## src/rtl/uart_pkg.sv

```systemverilog
// uart_pkg: shared types and constants for the UART receiver.
// FSM state encoding, parity modes and parameter legality check.
package uart_pkg;

  typedef enum logic [2:0] {
    ST_IDLE   = 3'd0,
    ST_START  = 3'd1,
    ST_DATA   = 3'd2,
    ST_PARITY = 3'd3,
    ST_STOP   = 3'd4
  } rx_state_t;

  localparam int PAR_NONE = 0;
  localparam int PAR_ODD  = 1;
  localparam int PAR_EVEN = 2;

  // True when a parameter set describes a frame the receiver supports.
  function automatic bit rx_params_ok(
    input int cpb,
    input int db,
    input int par,
    input int sb
  );
    return (cpb >= 8) &&
           (db >= 5) && (db <= 9) &&
           (par >= PAR_NONE) && (par <= PAR_EVEN) &&
           ((sb == 1) || (sb == 2));
  endfunction

endpackage

```

## src/rtl/uart_rx_sampler.sv

```systemverilog
// uart_rx_sampler: line synchroniser, falling-edge detect, bit value.
// UART_RX_MAJORITY_EN selects a 2-of-3 vote over consecutive samples.
module uart_rx_sampler (
  input  logic clk,
  input  logic rst,
  input  logic uart_rx,
  output logic fall,
  output logic bit_val
);

  logic sync1;
  logic sync2;
  logic hist1;
`ifdef UART_RX_MAJORITY_EN
  logic hist2;
`endif

  // Two-flop synchroniser plus sample history; everything resets to idle-high.
  always_ff @(posedge clk) begin
    if (rst) begin
      sync1 <= 1'b1;
      sync2 <= 1'b1;
      hist1 <= 1'b1;
`ifdef UART_RX_MAJORITY_EN
      hist2 <= 1'b1;
`endif
    end else begin
      sync1 <= uart_rx;
      sync2 <= sync1;
      hist1 <= sync2;
`ifdef UART_RX_MAJORITY_EN
      hist2 <= hist1;
`endif
    end
  end

  assign fall = hist1 & ~sync2;

`ifdef UART_RX_MAJORITY_EN
  // Vote over the samples taken one cycle before, at, and after target.
  assign bit_val = (sync2 & hist1) |
                   (sync2 & hist2) |
                   (hist1 & hist2);
`else
  assign bit_val = sync2;
`endif

endmodule

```

## src/rtl/uart_rx_param.sv

```systemverilog
// uart_rx_param: parameterised UART receiver (data/parity/stop bits).
// Build option UART_RX_MAJORITY_EN: 2-of-3 majority bit sampling.
module uart_rx_param
  import uart_pkg::*;
#(
  parameter int CLKS_PER_BIT = 5208,
  parameter int DATA_BITS    = 8,
  parameter int PARITY       = 0,
  parameter int STOP_BITS    = 1
) (
  input  logic                 clk,
  input  logic                 rst,
  input  logic                 uart_rx,
  output logic [DATA_BITS-1:0] rx_data,
  output logic                 rx_valid,
  output logic                 parity_err,
  output logic                 frame_err,
  output logic                 busy
);

  localparam bit PARAMS_OK =
    rx_params_ok(CLKS_PER_BIT, DATA_BITS, PARITY, STOP_BITS);

  generate
    if (!PARAMS_OK) begin : g_bad_params
      $error("uart_rx_param: illegal parameter set");
    end
  endgenerate

  localparam int CW = $clog2(CLKS_PER_BIT + 1);
  localparam int IW = $clog2(DATA_BITS);

  // The vote needs one extra sample, so the start decision moves one
  // cycle later; later bits keep a full bit period between decisions.
`ifdef UART_RX_MAJORITY_EN
  localparam int START_T = CLKS_PER_BIT / 2;
`else
  localparam int START_T = CLKS_PER_BIT / 2 - 1;
`endif
  localparam int BIT_T = CLKS_PER_BIT - 1;

  localparam logic [CW-1:0] START_C = CW'(START_T);
  localparam logic [CW-1:0] BIT_C   = CW'(BIT_T);
  localparam logic [IW-1:0] LAST_C  = IW'(DATA_BITS - 1);
  localparam logic          STOP_LC = 1'(STOP_BITS - 1);

  rx_state_t            state;
  logic [CW-1:0]        cnt;
  logic [IW-1:0]        bit_idx;
  logic                 stop_idx;
  logic [DATA_BITS-1:0] shreg;
  logic                 par_bit;
  logic                 ferr_acc;
  logic                 pe_next;
  logic                 fall;
  logic                 bit_val;
  logic                 at_start;
  logic                 at_bit;

  uart_rx_sampler u_sampler (
    .clk     (clk),
    .rst     (rst),
    .uart_rx (uart_rx),
    .fall    (fall),
    .bit_val (bit_val)
  );

  assign at_start = (cnt == START_C);
  assign at_bit   = (cnt == BIT_C);
  assign busy     = (state != ST_IDLE);

  // Parity verdict from the assembled word and the received parity bit.
  always_comb begin
    pe_next = 1'b0;
    unique case (1'b1)
      (PARITY == PAR_ODD):  pe_next = ~(^shreg ^ par_bit);
      (PARITY == PAR_EVEN): pe_next = ^shreg ^ par_bit;
      default:              pe_next = 1'b0;
    endcase
  end

  // Frame FSM: bit timing counter, shift register and result registers.
  always_ff @(posedge clk) begin
    if (rst) begin
      state      <= ST_IDLE;
      cnt        <= '0;
      bit_idx    <= '0;
      stop_idx   <= 1'b0;
      shreg      <= '0;
      par_bit    <= 1'b0;
      ferr_acc   <= 1'b0;
      rx_data    <= '0;
      rx_valid   <= 1'b0;
      parity_err <= 1'b0;
      frame_err  <= 1'b0;
    end else begin
      rx_valid <= 1'b0;
      unique case (state)
        ST_IDLE: begin
          cnt <= '0;
          if (fall) begin
            state <= ST_START;
          end
        end
        ST_START: begin
          if (at_start) begin
            cnt <= '0;
            if (bit_val) begin
              state <= ST_IDLE;
            end else begin
              state   <= ST_DATA;
              bit_idx <= '0;
            end
          end else begin
            cnt <= cnt + 1'b1;
          end
        end
        ST_DATA: begin
          if (at_bit) begin
            cnt   <= '0;
            shreg <= {bit_val, shreg[DATA_BITS-1:1]};
            if (bit_idx == LAST_C) begin
              bit_idx  <= '0;
              stop_idx <= 1'b0;
              ferr_acc <= 1'b0;
              state    <= (PARITY == PAR_NONE) ? ST_STOP : ST_PARITY;
            end else begin
              bit_idx <= bit_idx + 1'b1;
            end
          end else begin
            cnt <= cnt + 1'b1;
          end
        end
        ST_PARITY: begin
          if (at_bit) begin
            cnt     <= '0;
            par_bit <= bit_val;
            state   <= ST_STOP;
          end else begin
            cnt <= cnt + 1'b1;
          end
        end
        ST_STOP: begin
          if (at_bit) begin
            cnt <= '0;
            if (stop_idx == STOP_LC) begin
              state      <= ST_IDLE;
              rx_valid   <= 1'b1;
              rx_data    <= shreg;
              parity_err <= pe_next;
              frame_err  <= ferr_acc | ~bit_val;
            end else begin
              stop_idx <= 1'b1;
              ferr_acc <= ferr_acc | ~bit_val;
            end
          end else begin
            cnt <= cnt + 1'b1;
          end
        end
        default: begin
          state <= ST_IDLE;
          cnt   <= '0;
        end
      endcase
    end
  end

endmodule

```

## config.mk

```make
export PLATFORM = sky130hd
export DESIGN_NAME = uart_rx_param
export DESIGN_NICKNAME = d
export VERILOG_FILES = /design/src/rtl/uart_pkg.sv /design/src/rtl/uart_rx_sampler.sv /design/src/rtl/uart_rx_param.sv
export SDC_FILE = /design/constraint.sdc
export NUM_CORES = 1
export LEC_CHECK = 0
export CAP_MARGIN = 20
export CORE_MARGIN = 5
export CORE_UTILIZATION = 56
export CTS_CLUSTER_DIAMETER = 120
export CTS_CLUSTER_SIZE = 10
export DETAILED_ROUTE_END_ITERATION = 8
export PLACE_DENSITY = 0.77
export SYNTH_ARGS = -nofsm -noshare
export SYNTH_HDL_FRONTEND = slang
export SYNTH_HIERARCHICAL = 1
export SYNTH_SLANG_ARGS = --single-unit
```

## constraint.sdc

```tcl
create_clock -name clk -period 2.35 [get_ports clk]
set_clock_uncertainty 0.1 [all_clocks]
set_input_delay 0.705 -clock clk [delete_from_list [all_inputs] [get_ports clk]]
set_output_delay 0.705 -clock clk [all_outputs]
set_load 0.02 [all_outputs]
```

==> out/metrics.yaml <==
max_slew_margin_pct: 63.7
yosysMostFrequentCell: "dfxtp_1"
final_antenna_net_count: 0
numPortBuffers: 13
gp_routability_congestion: 0.853
synth_cell_types: 41
crit_type: "register to primary output"
crit_family: "simple AND/OR/NAND/NOR gates"
slew_viol_final: 0
num_vias: 1321
grt_pass1_wl_um: 5690
critPathBufInv: 1
ys_top_cells_by_area: "dfxtp_1, mux2i_1, nor2_1"
dieWidth_um: 66.9
cts_root_buf: "clkbuf_4"
ys_top_cells_by_count: "dfxtp_1, nor2_1, mux2i_1"
yosys_warnings: 6
timing.fmax_ghz: 0.441
wl_per_cell_um: 13.5
fp.dieArea_um2: 4480
cts_max_level: 2
antenna_found_initial: 0
rsz0062_at_grt: "false"
diodes: 0
dpl.hpwl_um: 2230
drtIter0Drc: 80
cp_max_fo: 8
syn_to_final_growth_pct: 13.3
arrival_ns: 1.46
core_um2: 3080
finalHoldViolations: 0
ys_async_sr_fraction_pct: 0
track_usage_pct: 16.7
synthCells: 178
final_cells: 239
io_pins: 15
synth.top_cell.area_share_pct: 45.3
cts.sinks: 41
die_y_um: 66.9
overflow: 0
min_period_ns: 2.27
place_inst: 231
status: "completed"
path_cells: "or3_4 -> clkdlybuf4s15_1"
required_ns: 1.54
fin_util_pct: 66.7
finalSetupTns_ns: 0
clkLatencyLatePin_ns: 0.35
drive_gt1_share_pct: 16.4
hold_path.class: "register to register"
synth_edf_count: 0
leakage_nw: 0.764
slowest_delay_ns: 0.43
worst_slew_pin_slew_ns: 0.544
grt_pass1_vias: 1313
wl_um: 3230
setup_viol: 0
clockBufferDepth: 2
start_kind: "register"
crit_path_top_delay_cell: "or3_4"
cap_violations: 0
cts_made_buffers: 5
yosys.area.top_type: "dfxtp_1"
ys_seq_elements: 41
period_share_pct: 96.4
start_util_pct: 58.9
cts_tree: "done"
synth-main-ff-cell: "dfxtp_1"
ir_drop_v: 0.000444
remaining_drc_errors: 0
crit_path_end_kind: "primary output"
syn_area_per_cell_um2: 10.2
ys_seq_area_share_pct: 45.3
fin_nets: 200
power_density_nw_per_um2: 612
clkTransAtPathRegs_ns: 0.13
grt_max_degree: 21
rows: 20
drtPass1Iterations: 4
synth.net_count: 184
synth_area_um2: 1810
routed_via_density: 5.53
-- path summary, 6_finish.rpt --
path,start,endpoint,slack [ns],cells after the start
worst max-delay path,state[0],busy,0.08,2
worst min-delay path,u_sampler/sync1,u_sampler/bit_val,0.33,1
worst max register to register,cnt[0],cnt[12],0.34,5
worst min register to register,u_sampler/sync1,u_sampler/bit_val,0.33,1
-- through the flow --
step	hold slack (ns)	total power [mW]	setup slack (ns)	area, um2
6_report	0.334	1.26	0.0846	2050
3_3_place_gp	0.294	0.903	0.0784	1980
4_1_cts	0.342	1.26	0.00719	2040
2_1_floorplan	0.285	0.866	0.587	1810
3_5_place_dp	0.314	0.910	0.00274	1980
5_1_grt	0.374	1.32	0.0204	2050
-- per-layer routing --
metal	global-route usage, %	vias to the layer above	share of wire [%]	wire length [um]
li1	-	662	-	-
met1	20.1	621	47	1520
met2	27.5	30	47	1510
met3	5.56	8	4.3	140
met4	5.82	0	1.7	55
met5	0	-	0	0
-- cell type report --
cell class,instances,area (um2)
multi-input combinational,125,948
clock inverter,2,15.0
sequential,41,823
inverter,5,18.8
timing repair buffer,16,153
clock buffer,6,41.3
tap,44,55.1
fill,273,1020
-- repair_timing --
item,CTS,global route
gates cloned,0,0
pin swaps,0,0
setup buffers,0,0
setup endpoints to repair,1,3
hold buffers,0,0
resized for setup,2,4
-- state kept, by name, summed over array words and instances, names as in the netlist --
signal	count
bit_idx	3
cnt	13
ferr_acc	1
frame_err	1
rx_data	8
rx_valid	1
shreg	8
state	3
u_sampler/bit_val	1
u_sampler/hist1	1
u_sampler/sync1	1
-- kinds of logic (layout without fill, tap and decap cells) --
group / Yosys count / in the layout / share of synthesized area [%]
simple gates: 78 / 78 / 25.7
flops: 41 / 41 / 45.3
mux: 19 / 19 / 10.5
compound gates: 13 / 13 / 7.59
buf+inv: 12 / 29 / 3.31
xor+xnor: 11 / 11 / 5.31
fa+ha+maj: 3 / 3 / 2.07
other cells: 1 / 1 / 0.207
-- cell usage in the layout, fill, tap and decap left out, drive strengths merged, types with 2 or more instances in the layout --
| cell type | count |
|---|---|
| and4bb | 4 |
| buf | 3 |
| clkbuf | 6 |
| clkdlybuf4s50 | 12 |
| clkinvlp | 2 |
| dfxtp | 41 |
| ha | 3 |
| inv | 4 |
| mux2i | 19 |
| nand2 | 6 |
| nand3 | 7 |
| nand4 | 4 |
| nor2 | 32 |
| nor2b | 2 |
| nor3 | 4 |
| nor3b | 3 |
| nor4 | 3 |
| o311ai | 3 |
| o31ai | 3 |
| or2 | 4 |
| or3 | 2 |
| or3b | 3 |
| xnor2 | 8 |
| xor2 | 3 |
-- where the power goes --
part	switching [mW]	internal [mW]	leakage (nW)
Sequential	0.0197	0.710	0.332
Clock	0.228	0.117	0.0245
Combinational	0.103	0.0807	0.408
Total	0.350	0.907	0.764
Power figures use the tool's default switching activity.
